<file path="src/rtl/rr_sched_pkg.sv">
// Shared types and helpers for the round-robin grant scheduler and its picker.
// rr_pick works on a fixed 32-bit view so one implementation serves any N_REQ up to 32.
package rr_sched_pkg;

    localparam int unsigned MAX_REQ = 32;
    localparam int unsigned PTR_W   = 5;

    typedef enum logic [1:0] {
        IDLE     = 2'd0,
        GRANT    = 2'd1,
        COOLDOWN = 2'd2
    } sched_state_e;

    typedef struct packed {
        logic             found;
        logic [PTR_W-1:0] idx;
    } pick_t;

    function automatic int unsigned idx_width(input int unsigned n);
        return $clog2(n);
    endfunction

    function automatic int unsigned cnt_width(input int unsigned max_hold);
        return (max_hold == 0) ? 8 : $clog2(max_hold + 1);
    endfunction

    // Rotate req so ptr lands at bit 0, find the lowest set bit, then map back.
    function automatic pick_t rr_pick(input logic [MAX_REQ-1:0] req,
                                      input logic [PTR_W-1:0]   ptr,
                                      input int unsigned        n);
        pick_t              res;
        logic [MAX_REQ-1:0] rot;
        int unsigned        src;
        int unsigned        first;
        res   = '0;
        rot   = '0;
        first = 0;
        for (int unsigned i = 0; i < MAX_REQ; i++) begin
            src = 32'(ptr) + i;
            if (src >= n) src = src - n;
            if (i < n) rot[i] = req[src[PTR_W-1:0]];
        end
        for (int i = MAX_REQ - 1; i >= 0; i--) begin
            if (rot[i]) begin
                res.found = 1'b1;
                first     = unsigned'(i);
            end
        end
        src = 32'(ptr) + first;
        if (src >= n) src = src - n;
        res.idx = src[PTR_W-1:0];
        return res;
    endfunction

endpackage

</file>
<file path="src/rtl/rr_priority_pick.sv">
// Combinational round-robin picker: first set request at or above ptr, wrapping.
module rr_priority_pick
    import rr_sched_pkg::*;
#(
    parameter int unsigned N_REQ = 4,
    parameter int unsigned IDX_W = idx_width(N_REQ)
) (
    input  logic [N_REQ-1:0] req,
    input  logic [IDX_W-1:0] ptr,
    output logic [IDX_W-1:0] idx,
    output logic             found
);

    always_comb begin
        pick_t res;
        res   = rr_pick(MAX_REQ'(req), PTR_W'(ptr), N_REQ);
        idx   = IDX_W'(res.idx);
        found = res.found;
    end

endmodule

</file>
<file path="src/rtl/rr_grant_scheduler.sv">
// Round-robin scheduler granting one shared resource with lockable ownership,
// a bounded hold time and a fixed idle gap after each release.
//
// state    | meaning
// IDLE     | no owner; picks from the pointer and grants on the next edge
// GRANT    | one requester owns the resource; hold counter running
// COOLDOWN | forced idle gap of COOLDOWN_CYC cycles before IDLE
module rr_grant_scheduler
    import rr_sched_pkg::*;
#(
    parameter  int unsigned N_REQ        = 4,
    parameter  int unsigned MAX_HOLD     = 16,
    parameter  int unsigned COOLDOWN_CYC = 1,
    localparam int unsigned IDX_W        = idx_width(N_REQ),
    localparam int unsigned CNT_W        = cnt_width(MAX_HOLD)
) (
    input  logic             clk,
    input  logic             rst,
    input  logic [N_REQ-1:0] req_i,
    input  logic [N_REQ-1:0] done_i,
    output logic [N_REQ-1:0] grant_o,
    output logic             grant_valid_o,
    output logic [IDX_W-1:0] grant_idx_o,
    output logic [CNT_W-1:0] hold_cnt_o,
    output logic             timeout_o
);

    localparam int unsigned HOLD_LAST = (MAX_HOLD == 0) ? 0 : MAX_HOLD - 1;
    localparam logic [N_REQ-1:0] ONE_HOT_0 = N_REQ'(1);

    sched_state_e     state;
    logic [IDX_W-1:0] ptr;
    logic [2:0]       cd_cnt;

    logic [IDX_W-1:0] pick_idx;
    logic             pick_found;
    logic             holder_release;
    logic             hold_limit;
    logic [IDX_W-1:0] next_ptr;

    rr_priority_pick #(
        .N_REQ (N_REQ),
        .IDX_W (IDX_W)
    ) u_pick (
        .req   (req_i),
        .ptr   (ptr),
        .idx   (pick_idx),
        .found (pick_found)
    );

    // grant_idx_o is only meaningful as the holder while in GRANT.
    assign holder_release = done_i[grant_idx_o] || !req_i[grant_idx_o];
    assign hold_limit     = (MAX_HOLD != 0) && (hold_cnt_o == CNT_W'(HOLD_LAST));
    assign next_ptr       = (grant_idx_o == IDX_W'(N_REQ - 1)) ? '0 : grant_idx_o + IDX_W'(1);
    assign grant_valid_o  = |grant_o;

    always_ff @(posedge clk) begin
        if (rst) begin
            state       <= IDLE;
            ptr         <= '0;
            cd_cnt      <= '0;
            grant_o     <= '0;
            grant_idx_o <= '0;
            hold_cnt_o  <= '0;
            timeout_o   <= 1'b0;
        end else begin
            timeout_o <= 1'b0;
            case (state)
                IDLE: begin
                    if (pick_found) begin
                        state       <= GRANT;
                        grant_o     <= ONE_HOT_0 << pick_idx;
                        grant_idx_o <= pick_idx;
                        hold_cnt_o  <= '0;
                    end
                end
                GRANT: begin
                    if (holder_release || hold_limit) begin
                        state       <= COOLDOWN;
                        grant_o     <= '0;
                        grant_idx_o <= '0;
                        hold_cnt_o  <= '0;
                        ptr         <= next_ptr;
                        cd_cnt      <= 3'(COOLDOWN_CYC - 1);
                        // A release that coincides with the limit is not a revocation.
                        timeout_o   <= !holder_release;
                    end else if (hold_cnt_o != '1) begin
                        hold_cnt_o <= hold_cnt_o + CNT_W'(1);
                    end
                end
                COOLDOWN: begin
                    if (cd_cnt == '0) begin
                        state <= IDLE;
                    end else begin
                        cd_cnt <= cd_cnt - 3'd1;
                    end
                end
                default: begin
                    state <= IDLE;
                end
            endcase
        end
    end

endmodule

</file>
<file path="config.mk">
export PLATFORM = sky130hd
export DESIGN_NAME = rr_grant_scheduler
export DESIGN_NICKNAME = d
export VERILOG_FILES = /design/src/rtl/rr_sched_pkg.sv /design/src/rtl/rr_priority_pick.sv /design/src/rtl/rr_grant_scheduler.sv
export SDC_FILE = /design/constraint.sdc
export NUM_CORES = 1
export LEC_CHECK = 0
export CORE_UTILIZATION = 56
export CTS_CLUSTER_SIZE = 12
export DETAILED_ROUTE_END_ITERATION = 6
export PLACE_DENSITY_LB_ADDON = 0.08
export SLEW_MARGIN = 20
export SYNTH_ARGS = -nofsm -noshare
export SYNTH_HDL_FRONTEND = slang
export SYNTH_SLANG_ARGS = --single-unit
</file>
<file path="constraint.sdc">
create_clock -name clk -period 6.3 [get_ports clk]
set_input_delay 1.89 -clock clk [delete_from_list [all_inputs] [get_ports clk]]
set_output_delay 1.89 -clock clk [all_outputs]
set_load 0.01 [all_outputs]
</file>
== Word level (Yosys, flattened, before mapping) ==
Index checks and enable logic that the tools add are counted.
Storage, ports and cells
  output and inout bits: 13
  flip-flop bits (word level): 19
  bits of input ports: 10
  word-level logic and storage cells: 100
Operators by class
  add/subtract/negate cells: 12
  bitwise operators: 2
  equal/unequal tests: 10
  muxes and demuxes: 43
  magnitude comparators: 10
  shifts and indexed selects: 1
  reduce and logical (&&, ||, !) cells: 15
Operators by type and width (count)
  $ge A32 B3 Y1 const B: 3
  $mux W5: 7
  $lt A5 B6 Y1 const B: 4
  $mux W2: 11
  $bmux W1 S5: 4
  $sub A5 B3 Y5 const B: 3
  $reduce_and A3 Y1: 4
  $mux W1: 10
  $pmux W5 S2: 1
  $mux W4: 2
  $ne A2 B2 Y1 const B: 4
  $pmux W4 S2: 1
  $add A2 B2 Y3 const B: 2
  $mux W3: 2
  $pmux W2 S3: 1
  $pmux W3 S2: 1
  $add A5 B1 Y5 const B: 1
  $eq A5 B4 Y1 const B: 1
  $ne A5 B5 Y1 const B: 1
  $bmux W1 S2: 2
  $eq A2 B2 Y1 const B: 2
  $pmux W2 S2: 1
  $reduce_bool A2 Y1: 2
  $reduce_or A4 Y1: 1
  19 further kinds: 22

== Logic depth before layout (Yosys ltp) ==
Gate-level depths: netlist of the first run.
  depth after elaboration: 15
  mapped depth: 13
  mapped depth without buffers: 12

== Cells and area by module ==
From an unflattened synthesis of the first run, not the netlist that was laid out.
Unflattened totals
  cells, all modules: 138
  area total of the unflattened synthesis: 1301.2 um2
Modules (own cells, without submodules)
  rr_grant_scheduler: area an instance 1052.3 um2, seq. area each 380.4 um2, cells an instance 113, instances 1
  rr_priority_pick: area an instance 249.0 um2, seq. area each 0.0 um2, cells an instance 25, instances 1

== Worst setup path after synthesis of the first run ==
No wires, ideal clock.
  path type: in2reg
  from: in req_i[2]
  to: reg hold_cnt_o[4]
  setup slack: 2.505 ns
  buffers on the path: 1
  required time: 6.197 ns
  stages: 6
  arrival: 3.691 ns
  cells stage by stage: mux4_2 a21o_1 or3_1 buf_2 a221o_1 a2111oi_2
On the way
  cells in the longest elaborated chain, start to end: 8
Ends and longest elaborated chain
  start: declaration: RTL line rr_grant_scheduler.sv:19  | input logic [N_REQ-1:0] req_i,
  $bmux W1 S5: RTL line rr_sched_pkg.sv:41  | if (i < n) rot[i] = req[src[PTR_W-1:0]];
  $mux W1 (implied by the code): RTL line rr_sched_pkg.sv:41
  $mux W1 (4 in a row): RTL line rr_sched_pkg.sv:44  | if (rot[i]) begin
  $ne A2 B2 Y1 (no line)
  $reduce_and A3 Y1 (no line)
  end signal: assignment: RTL line rr_grant_scheduler.sv:88  | hold_cnt_o <= hold_cnt_o + CNT_W'(1);
  end: declaration: RTL line rr_grant_scheduler.sv:24  | output logic [CNT_W-1:0] hold_cnt_o,
Several ways; a longest one is shown, not always the timed one. The select of a mux whose other input is x is not followed.
A chain may end at the register's enable or synchronous reset.

== Final worst setup path of the first run ==
  from: in req_i[1]
  to: reg grant_o[3]
On the way
  cells in the longest elaborated chain, start to end: 12
Ends and longest elaborated chain
  $bmux W1 S5: RTL line rr_sched_pkg.sv:41
  $mux W1 (implied by the code): RTL line rr_sched_pkg.sv:41
  $mux W2 (4 in a row): RTL line rr_sched_pkg.sv:44
  $add A2 B2 Y3: RTL line rr_sched_pkg.sv:49  | src = 32'(ptr) + first;
  $ge A3 B3 Y1 or $sub A2 B1 Y2 (tied branches): RTL line rr_sched_pkg.sv:50  | if (src >= n) src = src - n;
  $mux W2: RTL line rr_sched_pkg.sv:50
  $shl A1 B2 Y4: RTL line rr_grant_scheduler.sv:72  | grant_o <= ONE_HOT_0 << pick_idx;
  $mux W4: RTL line rr_grant_scheduler.sv:70  | if (pick_found) begin
  $pmux W4 S2: RTL line rr_grant_scheduler.sv:68  | case (state)
  end signal: assignment: RTL line rr_grant_scheduler.sv:72
  end: declaration: RTL line rr_grant_scheduler.sv:21  | output logic [N_REQ-1:0] grant_o,
Several ways; a longest one is shown, not always the timed one. The select of a mux whose other input is x is not followed.

==> results.md, run 1 <==
- CTS Buffer Depth: 2
- Cts repair resizes: 0
- CP Class: in2reg
- Most frequent cells in the layout: clkdlybuf4s50_1, dfxtp_1, ha_1, nor2_1, nand2b_1
- PortBufs: 22
- Fmax: 0.240 GHz
- Synth Register Bits: 19
- CP Max Fanout: 7
- NumNets Final: 188
- Final instance area: 1590 um2
- Asr flop ratio synth: 0%
- CTS tree: yes
- R2r worst-path depth: 11
- WHS Path Cells: 1
- Slew of the pin with the lowest slew margin: 1.07 ns
- HP Class: reg2reg
- Antenna cells: 0
- Worst skew pair latency: about 0.30 ns
- Core area: around 2200 um2
- Max VDD drop: 0.220 mV
- Final ANT Viol Nets: 0
- DP Area: 1560 um2
- Via count: 1195
- Reg clk slew, reported paths: around 0.090 ns
- Fill cell count: ~180
- Post-Synthesis Cells: 145
- Pwr/cell area: ~310 nW/um2
- Hold Fails Final Rpt: 0
- Post-synth top flop: dfxtp_1
- Most common cell after layout, fill and taps aside: clkdlybuf4s50_1
- CP Capture Type: flip-flop
- Io pins: 23
- Global Route Usage Sum: between 20% and 30%
- Vias per cell: 6.19
- Gpl congestion: 0.881
- Initial antenna violation count: 0
- Syn Area/Cell: approximately 9.2 um2
- Reg-to-reg slack, setup: between 3 and 4 ns
- Finish-stage setup viols: 0
- Post-synth EDFFs: 0
- R2r endpoint: grant_o[3]$_SDFFE_PP0P_
- Startpoint types: input port
- Min cycle time layout: 4.17 ns
- Mapped cell area: 1340 um2
- Share of the synthesized area in the top cell type: 28.4%
- Worst Clk Skew: 0.0157 ns
- Post-layout util: 71.1%
- Pwr Total: 498 uW
- Cells after DPL: 189
- # clock sinks: 19
- Crit path arrival time: 4.35 ns
- CTS Buf Count: 3
- Slowest stage delay, CP: 0.58 ns
- H-tree levels: 1
- Status: complete, no violations
- Worst hold endpoint: grant_o[1]$_SDFFE_PP0P_
- Synth warnings: 0
- DRT Pass-1 Iters: 4
- Dpl hpwl: around 2100 um
- Pin count of the biggest net entering global routing: 15
- Share of cells above drive strength 1: 9.09%
- Max layer used: met4
- CP Cell Sequence: clkdlybuf4s50_1, mux2i_1, o22ai_1, a21oi_1, a221oi_1, a211oi_1, ha_1, xor2_1, o21ai_0, a32o_1
- DR iter-0 viols: between 50 and 60
- DR WL/cell: 14.3 um
- Top cells by area, synth: dfxtp_1, ha_1, mux4_2, nand2b_1, mux2_2
- Die width: between 50 and 60 um
- Sequential share of the synthesized area: 28.4%
- Root Buffer: clkbuf_4
- Detailed-route DRC error count: 0
- Final Max Slew Viols: 0
- DRT Wirelength: 2770 um
- Final cell count without fillers: just under 200
- Vias in the first global route: 1095
- Max_slew headroom: between 20% and 30%
- Lkg Pwr: 0.601 nW
- Final worst path period share: 66.1%
- Post-synth top area cell: dfxtp_1
- Multi-input gate area: 900 um2
- Count of different cell masters after synthesis: 44
- Max Cap Viol: 0
- Starting density of the core: 59.9%
- Hold_buf cts: 0
- Rows: 17
- Wl on met1: 1190 um
- Critical Path RT: ~6.5 ns
- First-pass GRT wire length: roughly 4700 um
- Routed length on met2: between 1000 and 1500 um
- Postcts setup bufs: 0
- Die ar.: 2590 um2
- Post-Syn Nets: 167
- Crit-path slowest cell: clkdlybuf4s50_1
- Overflow after GRT: 0
- Syn-to-layout area delta: 18.7%
- Fin Setup TNS: 0 ns
- Routed wl met3: roughly 120 um
- HP Start: grant_o[1]$_SDFFE_PP0P_
- Total area of sequential cells: approximately 380 um2
- Die height: 50.9 um
- R2R Path Start: ptr[0]$_SDFFE_PP0P_
- RSZ-0062 raised after global routing: no
registers in the layout (all words and copies together) (netlist names):
signal       flops
cd_cnt           3
grant_idx_o      2
grant_o          4
hold_cnt_o       5
ptr              2
state            2
timeout_o        1
Yosys cell counts, types with 2 or more instances:
library cell / number
a21oi_1: 7
a22o_1: 4
a31oi_1: 4
a32o_1: 3
a32oi_1: 2
and3_1: 2
clkbuf_1: 4
dfxtp_1: 19
ha_1: 12
inv_1: 7
mux2_2: 4
mux2i_1: 3
mux4_2: 4
nand2_1: 5
nand2b_1: 8
nand3_1: 4
nand3b_1: 2
nor2_1: 10
nor2b_1: 7
nor3_1: 2
nor4_1: 2
o21ai_0: 4
or3_1: 2
or4_1: 2
xnor2_1: 3
layer usage:
metal  track usage (%)  vias up
met5                 0        -
met3              6.55        4
met1              26.4      564
li1                  -      588
met4              7.41        0
met2              42.9       39
per-stage QoR:
stage / hold slack [ns] / setup WS [ns]
2_1_floorplan: 0.471 / 2.51
3_3_place_gp: 0.477 / 1.94
3_5_place_dp: 0.482 / 1.81
4_1_cts: 0.509 / 2.13
5_1_grt: 0.542 / 1.91
6_report: 0.505 / 2.13
how the worst max path moves through the flow:
stage,from,to
after floorplan,req_i[2],hold_cnt_o[4]$_SDFFE_PP0P_
after global placement,req_i[3],hold_cnt_o[4]$_SDFFE_PP0P_
after detailed placement,req_i[2],hold_cnt_o[4]$_SDFFE_PP0P_
after CTS,req_i[2],hold_cnt_o[4]$_SDFFE_PP0P_
after global routing,req_i[1],grant_o[3]$_SDFFE_PP0P_
final,req_i[1],grant_o[3]$_SDFFE_PP0P_
worst max-delay path, delay by kind of cell:
family	cells	cell delay (ns)
AO/OA/AOI/OAI	6	1.32
XOR/XNOR	1	0.23
adder cells (fa/ha/maj)	1	0.20
buffers and inverters	1	0.58
multiplexers	1	0.12
cells by family after synthesis:
| kind of cell | Yosys count | synth area share [%] |
|---|---|---|
| buffers and inverters | 13 | 4.30 |
| xor gates and xnor gates | 4 | 2.62 |
| DFF | 19 | 28.4 |
| muxes | 11 | 12.3 |
| adders and majority gates | 12 | 11.2 |
| and+or+nand+nor | 49 | 20.3 |
| AOI/OAI and AO/OA | 37 | 20.8 |
where the power goes:
part	internal [mW]	switching, mW
Sequential	0.144	0.0392
Combinational	0.132	0.121
Clock	0.0247	0.0369
layout make-up:
class,instances,area share [%]
multi-input cells,113,56.7
flip-flops and latches,19,24.0
repair buffers,22,13.9
well taps,28,2.21
clock buffers,4,1.65
inverters,7,1.65
No activity file was read; power rests on OpenSTA's default activity.
==> run 2: changes to the inputs <==
--- a/config.mk
+++ b/config.mk
@@ -5,7 +5,7 @@
 export SDC_FILE = /design/constraint.sdc
 export NUM_CORES = 1
 export LEC_CHECK = 0
-export CORE_UTILIZATION = 56
+export CORE_UTILIZATION = 47
 export CTS_CLUSTER_SIZE = 12
 export DETAILED_ROUTE_END_ITERATION = 6
 export PLACE_DENSITY_LB_ADDON = 0.08
==> constraint.sdc (replaced) <==
create_clock -name clk -period 3.55 [get_ports clk]
set_input_delay 1.065 -clock clk [delete_from_list [all_inputs] [get_ports clk]]
set_output_delay 1.065 -clock clk [all_outputs]
set_load 0.01 [all_outputs]
==> run 2 against run 1 <==
Against the previous run:
- routed wire length grew 12%
- clock power grew 85%
- global-route usage shrank 1.1 points
- critical path depth shrank 3
- worst hold slack gained 0.015 ns
- worst setup slack lost 1.9 ns
- utilization shrank 7.6 points
- register-to-register slack lost 2.5 ns
- die area grew 18%
- clock-buffer cell count shrank 1
- power grew 87%
- sequential power grew 72%
- critical path type unchanged
==> results.md, run 2 (synthesis gave the netlist of run 1 again) <==
- Core area: 2590 um2
- Max reg flops: 5
- Worst skew pair latency: 0.31 ns
- Syn-to-layout area delta: 22.9%
- Root Buffer: clkbuf_4
- NumNets Final: 195
- CP Class: in2reg
- Biggest regs: hold_cnt_o: 5 flops, grant_o: 4 flops, cd_cnt: 3 flops
- Starting density of the core: between 50% and 60%
- Via count: 1216
- Gpl congestion: between 0.8 and 0.9
- Final worst path period share: 92.2%
- Overflow after GRT: 0
- HP Class: reg2reg
- Postcts setup bufs: 0
- First-pass GRT wire length: ~5600 um
- Max_slew headroom: 63.1%
- Worst Clk Skew: 0.00692 ns
- Vias per cell: 6.02
- DR iter-0 viols: 39
- Final ANT Viol Nets: 0
- Pin count of the biggest net entering global routing: 14
- Detailed-route DRC error count: 0
- Share of cells above drive strength 1: a little over an eighth
- Post-layout util: a little under two thirds
- Io pins: 23
- Lkg Pwr: about 0.64 nW
- Global Route Usage Sum: 22.5%
- Status: complete, no violations
- CP Capture Type: flip-flop
- Vias in the first global route: ~1200
- # clock sinks: 19
- Startpoint types: input port
- Most common cell after layout, fill and taps aside: clkdlybuf4s50_1
- Hold WS: 0.520 ns
- CTS tree: yes
- Rows: 18
- Most frequent cells in the layout: clkdlybuf4s50_1, dfxtp_1, ha_1, nor2_1, nand2b_1
- DR WL/cell: roughly 15 um
- Crit-path slowest cell: clkdlybuf4s50_1
- Reg clk slew, reported paths: 0.12 ns
- Fmax: between 0.3 and 0.4 GHz
- H-tree levels: 1
- DRT Wirelength: between 3000 and 4000 um
- RSZ-0062 raised after global routing: no
- Final Max Slew Viols: 0
- Min cycle time layout: ~3.3 ns
- PortBufs: 22
- Final cell count without fillers: 202
- CTS Buf Count: 3
- DRT Pass-1 Iters: 4
- Antenna cells: 0
- Hold Fails Final Rpt: 0
- Initial antenna violation count: 0
- Max VDD drop: 0.375 mV
- Critical Path RT: 3.79 ns
- Pwr/cell area: 565 nW/um2
- Die width: 55.3 um
- Die height: 55.3 um
- Fin Setup TNS: 0 ns
- Slew of the pin with the lowest slew margin: between 0.5 and 0.6 ns
- CP Cell Sequence: clkdlybuf4s50_1, mux4_2, a21o_1, or3_1, buf_4, or3b_2, a31oi_1
- Finish-stage setup viols: 0
- Crit path arrival time: between 3 and 4 ns
- Die ar.: ~3100 um2
- Dpl hpwl: 2360 um
- Biggest register: hold_cnt_o
- CTS Buffer Depth: 2
- Cts repair resizes: 0
- Cells after DPL: roughly 200
- CP Max Fanout: 7
- Max Cap Viol: 0
- Slowest stage delay, CP: 0.54 ns
- Hold_buf cts: 0
## run 2: critical path: cells and delay by family
| family | cells | cell delay, ns |
|---|---|---|
| buf+inv | 2 | 0.72 |
| mux | 1 | 0.54 |
| compound gates | 2 | 0.32 |
| simple gates | 2 | 0.87 |
## run 2: layout make-up
class | count | area (um2)
Clock buffer | 3 | 22.5
Clock inverter | 1 | 5.00
Fill cell | 228 | 946
Inverter | 7 | 26.3
Multi-Input combinational cell | 113 | 900
Sequential cell | 19 | 380
Tap cell | 30 | 37.5
Timing Repair Buffer | 29 | 273
## run 2: path summary, 6_finish.rpt
path,startpoint,to,slack [ns],depth (start not counted)
max,req_i[0],hold_cnt_o[3]$_SDFFE_PP0P_,0.28,7
min,grant_o[3]$_SDFFE_PP0P_,grant_o[3]$_SDFFE_PP0P_,0.52,1
max reg2reg,ptr[1]$_SDFFE_PP0P_,hold_cnt_o[3]$_SDFFE_PP0P_,0.64,8
min reg2reg,grant_o[3]$_SDFFE_PP0P_,grant_o[3]$_SDFFE_PP0P_,0.52,1
## run 2: metrics by stage
step	area, um2	total power [mW]	setup WS [ns]
2_1_floorplan	1340	0.623	0.580
3_3_place_gp	1620	0.807	0.0667
3_5_place_dp	1620	0.816	-0.0282
4_1_cts	1640	0.932	0.295
5_1_grt	1640	1.00	0.172
6_report	1640	0.929	0.277
## run 2: where the power goes
part / internal, mW / switching (mW)
Sequential: 0.256 / 0.0599
Clock: 0.0421 / 0.0717
Combinational: 0.264 / 0.235
Total: 0.562 / 0.367
## run 2: per-layer routing
layer	vias up	track usage [%]	routed length, um
met4	0	10.7	80
met2	40	37.5	1460
met5	-	0	0
met1	566	28.0	1430
met3	10	3.75	114
li1	600	-	-
==> patch 1: new RTL, config.mk and constraints of run 1 <==
The parameter `MAX_HOLD` goes from 16 to 32.
--- a/src/rtl/rr_grant_scheduler.sv
+++ b/src/rtl/rr_grant_scheduler.sv
@@ -10,5 +10,5 @@
 #(
     parameter  int unsigned N_REQ        = 4,
-    parameter  int unsigned MAX_HOLD     = 16,
+    parameter  int unsigned MAX_HOLD     = 32,
     parameter  int unsigned COOLDOWN_CYC = 1,
     localparam int unsigned IDX_W        = idx_width(N_REQ),
Ports: changed (resized hold_cnt_o); port bits go from 23 to 24. No check against the original RTL was run, so the function may have changed too.
==> patch 1 against run 1 <==
Area after synthesis fell by 5.4%. Design area decreased by 1.3%. Clock power grew 71%. Largest power group unchanged. Critical path type unchanged. Sequential share of layout area up 1.6 points. Sequential cell count rose by 1. Power about the same. Setup slack lost 0.0058 ns. Wire length is 7.3% lower. Register-to-register slack gained 0.19 ns.
==> patch 1: results (changes against run 1) <==
metric,value,unit,change
count of vias placed by the detailed router,1057,,-12%
worst setup path startpoint,req_i[2],,
final clock skew,0.0114,ns,-0.00435 ns
clock slew at the register clock pins of the worst setup and hold paths,0.11,ns,+0.02 ns
registers with the most flip-flops,"hold_cnt_o x6, grant_o x4, cd_cnt x3",,
n_diodes,0,,unchanged
drt first pass iters,4,,unchanged
pin count of the biggest net entering global routing,17,,+2
CTS HTree Levels,1,,unchanged
reg-to-reg critical path endpoint,grant_o[0],,
highest fanout seen on the critical path,6,,-1
average wire per standard cell,13.5,um,-5.8%
maximum VDD drop,0.197,mV,-11%
Final Hold Violating Endpoints,0,,unchanged
wire length of the first global-routing pass,4610,um,-1.2%
detailed placement HPWL,1940,um,-9.1%
total CTS buffers,3,,unchanged
worst-case reg-to-reg path depth,11,,unchanged
Register-to-Register Setup Slack,3.31,ns,+0.19 ns
PostCTS Resize Cnt,0,,unchanged
root buffer cell,sky130_fd_sc_hd__clkbuf_4,,
PortBufs,23,,+4.5%
static leakage,0.625,nW,+3.9%
count of warnings emitted by yosys,0,,unchanged
net count of the finished layout,184,,-2.1%
global-route usage over all layers,0.250,,+0.0135
actual slew at the worst max-slew pin,0.633,ns,-0.436 ns
placed instance area,1510,um^2,-3.0%
Synth Net Count,158,,-5.4%
cell types with the highest counts after synthesis,"sky130_fd_sc_hd__nor2_1, sky130_fd_sc_hd__dfxtp_1, sky130_fd_sc_hd__nand2_1, sky130_fd_sc_hd__ha_1, sky130_fd_sc_hd__a21oi_1",,
share of synthesized area occupied by flip-flops and latches,0.317,,+0.0321
dominant cells by area after synthesis,"sky130_fd_sc_hd__dfxtp_1, sky130_fd_sc_hd__ha_1, sky130_fd_sc_hd__mux4_2",,
Max clock buf depth,2,,unchanged
result of the run,"finished, final reports clean",,
Hold Startpoint,grant_o[0],,
Min-Delay Path Class,flip-flop to flip-flop,,
initial antenna violation count,0,,unchanged
Place WS,1.87,ns,+0.0623 ns
setup fix buffers added after clock tree synthesis,0,,unchanged
count of final max-slew check failures,0,,unchanged
fraction of layout cells with a size suffix above 1,0.110,,+0.0195
hold path depth,2,,+1
share of synthesized flip-flops with an asynchronous set or reset,0,,unchanged
final weighted congestion in routability-driven placement,0.884,,+0.44%
number of global-route vias before repair,1062,,-3.0%
end of the worst hold path,grant_o[0],,
iteration-0 DRC count of the detailed router,10,,-81%
switching power total,0.000177,W,-9.9%
post-synth top area cell,sky130_fd_sc_hd__dfxtp_1,,
"Clk Latency, worst-skew pair",0.31,ns,
number of different library cells in the post-synthesis netlist,38,,-14%
patch 1: cell count changes after synthesis, sizes merged, moves of 5 or more:
cell,before,now
nor2,10,21
nand2,5,13
xor2,1,7
nand2b,8,2
o21ai,5,0
patch 1: routing by layer:
layer / vias up / part of all wire / GRT usage
met2: 20 / 0.51 / 0.446
met3: 4 / 0.034 / 0.0679
li1: 529 / - / -
met5: - / 0 / 0
met1: 504 / 0.45 / 0.287
met4: 0 / 0.011 / 0.0714
patch 1: worst max-delay path by stage:
stage / slack [ns] / end / depth (start not counted)
2_1_floorplan: 2.54 / grant_o[0] / 10
3_3_place_gp: 1.96 / grant_o[0] / 11
3_5_place_dp: 1.87 / grant_o[0] / 11
4_1_cts: 2.15 / grant_o[0] / 11
5_1_grt: 1.93 / grant_o[0] / 11
6_report: 2.13 / grant_o[0] / 11
patch 1: kinds of logic (layout without fill, tap and decap cells):
| kind of cell | Yosys count | after routing | synth area share |
|---|---|---|---|
| adders and majority gates | 10 | 10 | 0.0989 |
| and+or+nand+nor | 63 | 63 | 0.264 |
| muxes | 7 | 7 | 0.0969 |
| xor gates and xnor gates | 8 | 8 | 0.0554 |
| DFF | 20 | 20 | 0.317 |
| AOI/OAI and AO/OA | 21 | 21 | 0.136 |
| buffers and inverters | 9 | 34 | 0.0326 |
patch 1: stage by stage:
stage	utilization	std cells	hold WS [ns]
after floorplan	-	138	0.464
after global placement	0.741	186	0.458
after detailed placement	0.741	186	0.464
after CTS	0.767	190	0.478
after global routing	0.767	190	0.501
final	0.767	190	0.480
patch 1: area by class of cell:
type / instances / area [um^2]
inverter: 7 / 26.3
tap: 27 / 33.8
clock inverter: 1 / 30.0
fill: 165 / 475
clock buffer: 3 / 22.5
multi-input combinational: 109 / 823
timing repair buffer: 23 / 230
sequential: 20 / 400
patch 1: power by group through the flow:
| stage | Sequential (W) | Combinational, W | Clock [W] |
|---|---|---|---|
| 6_report | 0.000171 | 0.000222 | 0.000105 |
| 5_1_grt | 0.000175 | 0.000243 | 0.000114 |
| 4_1_cts | 0.000170 | 0.000223 | 0.000107 |
| 3_5_place_dp | 0.000173 | 0.000220 | 0 |
| 3_3_place_gp | 0.000173 | 0.000216 | 0 |
| 2_1_floorplan | 0.000171 | 0.000157 | 0 |
patch 1: critical path, cell delays in order:
cell and delay, ns:
sky130_fd_sc_hd__clkdlybuf4s50_1 0.46, sky130_fd_sc_hd__mux2_2 0.29, sky130_fd_sc_hd__a22oi_2 0.36, sky130_fd_sc_hd__nand3_1 0.12, sky130_fd_sc_hd__a21oi_1 0.17, sky130_fd_sc_hd__ha_1 0.17
sky130_fd_sc_hd__xor2_1 0.45, sky130_fd_sc_hd__nor2_1 0.10, sky130_fd_sc_hd__a21o_1 0.18, sky130_fd_sc_hd__nand3_1 0.09, sky130_fd_sc_hd__a21oi_1 0.06
==> patch 2: new RTL, flow settings as in run 1 <==
Made on the original files. Register the output `hold_cnt_o` once more, with the module's reset; this adds one clock of latency there. The other outputs are not delayed to match.
--- a/src/rtl/rr_grant_scheduler.sv
+++ b/src/rtl/rr_grant_scheduler.sv
@@ -29,4 +29,6 @@
     localparam logic [N_REQ-1:0] ONE_HOT_0 = N_REQ'(1);
 
+    logic [CNT_W-1:0] hold_cnt_s0;
+
     sched_state_e     state;
     logic [IDX_W-1:0] ptr;
@@ -51,5 +53,5 @@
     // grant_idx_o is only meaningful as the holder while in GRANT.
     assign holder_release = done_i[grant_idx_o] || !req_i[grant_idx_o];
-    assign hold_limit     = (MAX_HOLD != 0) && (hold_cnt_o == CNT_W'(HOLD_LAST));
+    assign hold_limit     = (MAX_HOLD != 0) && (hold_cnt_s0 == CNT_W'(HOLD_LAST));
     assign next_ptr       = (grant_idx_o == IDX_W'(N_REQ - 1)) ? '0 : grant_idx_o + IDX_W'(1);
     assign grant_valid_o  = |grant_o;
@@ -62,5 +64,5 @@
             grant_o     <= '0;
             grant_idx_o <= '0;
-            hold_cnt_o  <= '0;
+            hold_cnt_s0 <= '0;
             timeout_o   <= 1'b0;
         end else begin
@@ -72,5 +74,5 @@
                         grant_o     <= ONE_HOT_0 << pick_idx;
                         grant_idx_o <= pick_idx;
-                        hold_cnt_o  <= '0;
+                        hold_cnt_s0 <= '0;
                     end
                 end
@@ -80,11 +82,11 @@
                         grant_o     <= '0;
                         grant_idx_o <= '0;
-                        hold_cnt_o  <= '0;
+                        hold_cnt_s0 <= '0;
                         ptr         <= next_ptr;
                         cd_cnt      <= 3'(COOLDOWN_CYC - 1);
                         // A release that coincides with the limit is not a revocation.
                         timeout_o   <= !holder_release;
-                    end else if (hold_cnt_o != '1) begin
-                        hold_cnt_o <= hold_cnt_o + CNT_W'(1);
+                    end else if (hold_cnt_s0 != '1) begin
+                        hold_cnt_s0 <= hold_cnt_s0 + CNT_W'(1);
                     end
                 end
@@ -103,4 +105,12 @@
     end
 
+    always_ff @(posedge clk) begin
+        if (rst) begin
+            hold_cnt_o <= '0;
+        end else begin
+            hold_cnt_o <= hold_cnt_s0;
+        end
+    end
+
 endmodule
 
Function: changed (a bounded check fails within 4 cycles, from zero or initial values and one cycle with rst high).
==> patch 2 against run 1 <==
Power increased by 31%. Setup slack improved by 0.14 ns. Sequential cell count increased by 5. Wire length increased by 2.9%. Area after synthesis increased by 10%. Critical path depth unchanged. Design area increased by 9.6%. Critical path type unchanged. Largest power group unchanged. Highest routed layer unchanged.
==> patch 2: results (changes against run 1) <==
metric,value,unit,change
dominant cells by area after synthesis,"sky130_fd_sc_hd__dfxtp_1, sky130_fd_sc_hd__ha_1, sky130_fd_sc_hd__mux2_2",,
total length of routed met3 wires,134,um,+12%
count of multi-input gates,109,,-3.5%
iteration-0 DRC count of the detailed router,13,,-76%
share of synthesized area occupied by flip-flops and latches,0.327,,+0.0422
wire length of the first global-routing pass,4890,um,+4.9%
area taken by multi-input logic gates,905,um^2,+0.56%
total routed wire length on the met1 layer,1390,um,+17%
Reg power frac,0.344,,-0.025
count of vias placed by the detailed router,1192,,-0.25%
maximum VDD drop,0.327,mV,+49%
hold path depth,2,,+1
placed instance area,1690,um^2,+8.1%
fraction of layout cells with a size suffix above 1,0.140,,+0.0494
final clock skew,0.00463,ns,-0.0111 ns
longest individual stage delay on the worst path,0.50,ns,-0.08 ns
number of different library cells in the post-synthesis netlist,50,,+14%
number of global-route vias before repair,1136,,+3.7%
registers with the most flip-flops,"hold_cnt_o x5, hold_cnt_s0 x5, grant_o x4",,
final weighted congestion in routability-driven placement,0.884,,+0.36%
number of clock buffers in the layout,3,,-1
net count of the finished layout,194,,+3.2%
worst-case reg-to-reg path depth,7,,-4
number of inserted filler cells in the final layout,196,,+12%
non-filler instance count after layout,201,,+4.1%
adder and majority cell fraction of the synthesized area,0.102,,-0.0102
cell internal pwr,0.000406,W,+35%
highest fanout seen on the critical path,6,,-1
pin count of the biggest net entering global routing,24,,+9
combinational cell fraction of total power,0.489,,-0.019
routed length on met2,1300,um,-8.6%
total area of sequential cells,480,um^2,+26%
clock slew at the register clock pins of the worst setup and hold paths,0.13,ns,+0.04 ns
Place WS,2.02,ns,+0.207 ns
Layout clock area frac,0.0302,,+0.0136
actual slew at the worst max-slew pin,0.817,ns,-0.251 ns
detailed placement HPWL,2070,um,-2.7%
synth-to-layout area growth,18.3,%,
global-route usage over all layers,0.236,,+0.000423
portion of netlist area occupied by mux cells,0.105,,-0.0180
Synth Net Count,173,,+3.6%
arrival time at the worst endpoint,4.22,ns,-0.13 ns
portion of the layout cell area used by non-clock buffers,0.127,,-0.0122
fraction of synthesized cell area in xor and xnor cells,0.0179,,-0.00834
GR Util met1,0.314,,+0.0498
number of inverters outside the clock class in the layout,12,,+5
GRT met2 Usage,0.379,,-0.0497
result of the run,"finished, final reports clean",,
mean instance size in the synthesized netlist,9.74,um^2,+5.6%
==> patch 2: cell types whose count changed in the layout (fill, tap and decap cells not counted), moves of 3 or more <==
cell / before / now
sky130_fd_sc_hd__a22o_1: 4 / 0
sky130_fd_sc_hd__dfxtp_1: 19 / 24
sky130_fd_sc_hd__inv_1: 7 / 11
sky130_fd_sc_hd__nand2_1: 5 / 8
sky130_fd_sc_hd__nand4_1: 0 / 4
sky130_fd_sc_hd__nor2b_1: 7 / 4
sky130_fd_sc_hd__o21ai_0: 4 / 1
==> patch 2: worst paths after layout <==
| kind | startpoint | end | slack [ns] |
|---|---|---|---|
| max reg2reg | ptr[0] | grant_o[3] | 3.52 |
| max | req_i[2] | grant_o[3] | 2.27 |
| min reg2reg | grant_o[1] | grant_o[1] | 0.50 |
| min | grant_o[1] | grant_o[1] | 0.50 |
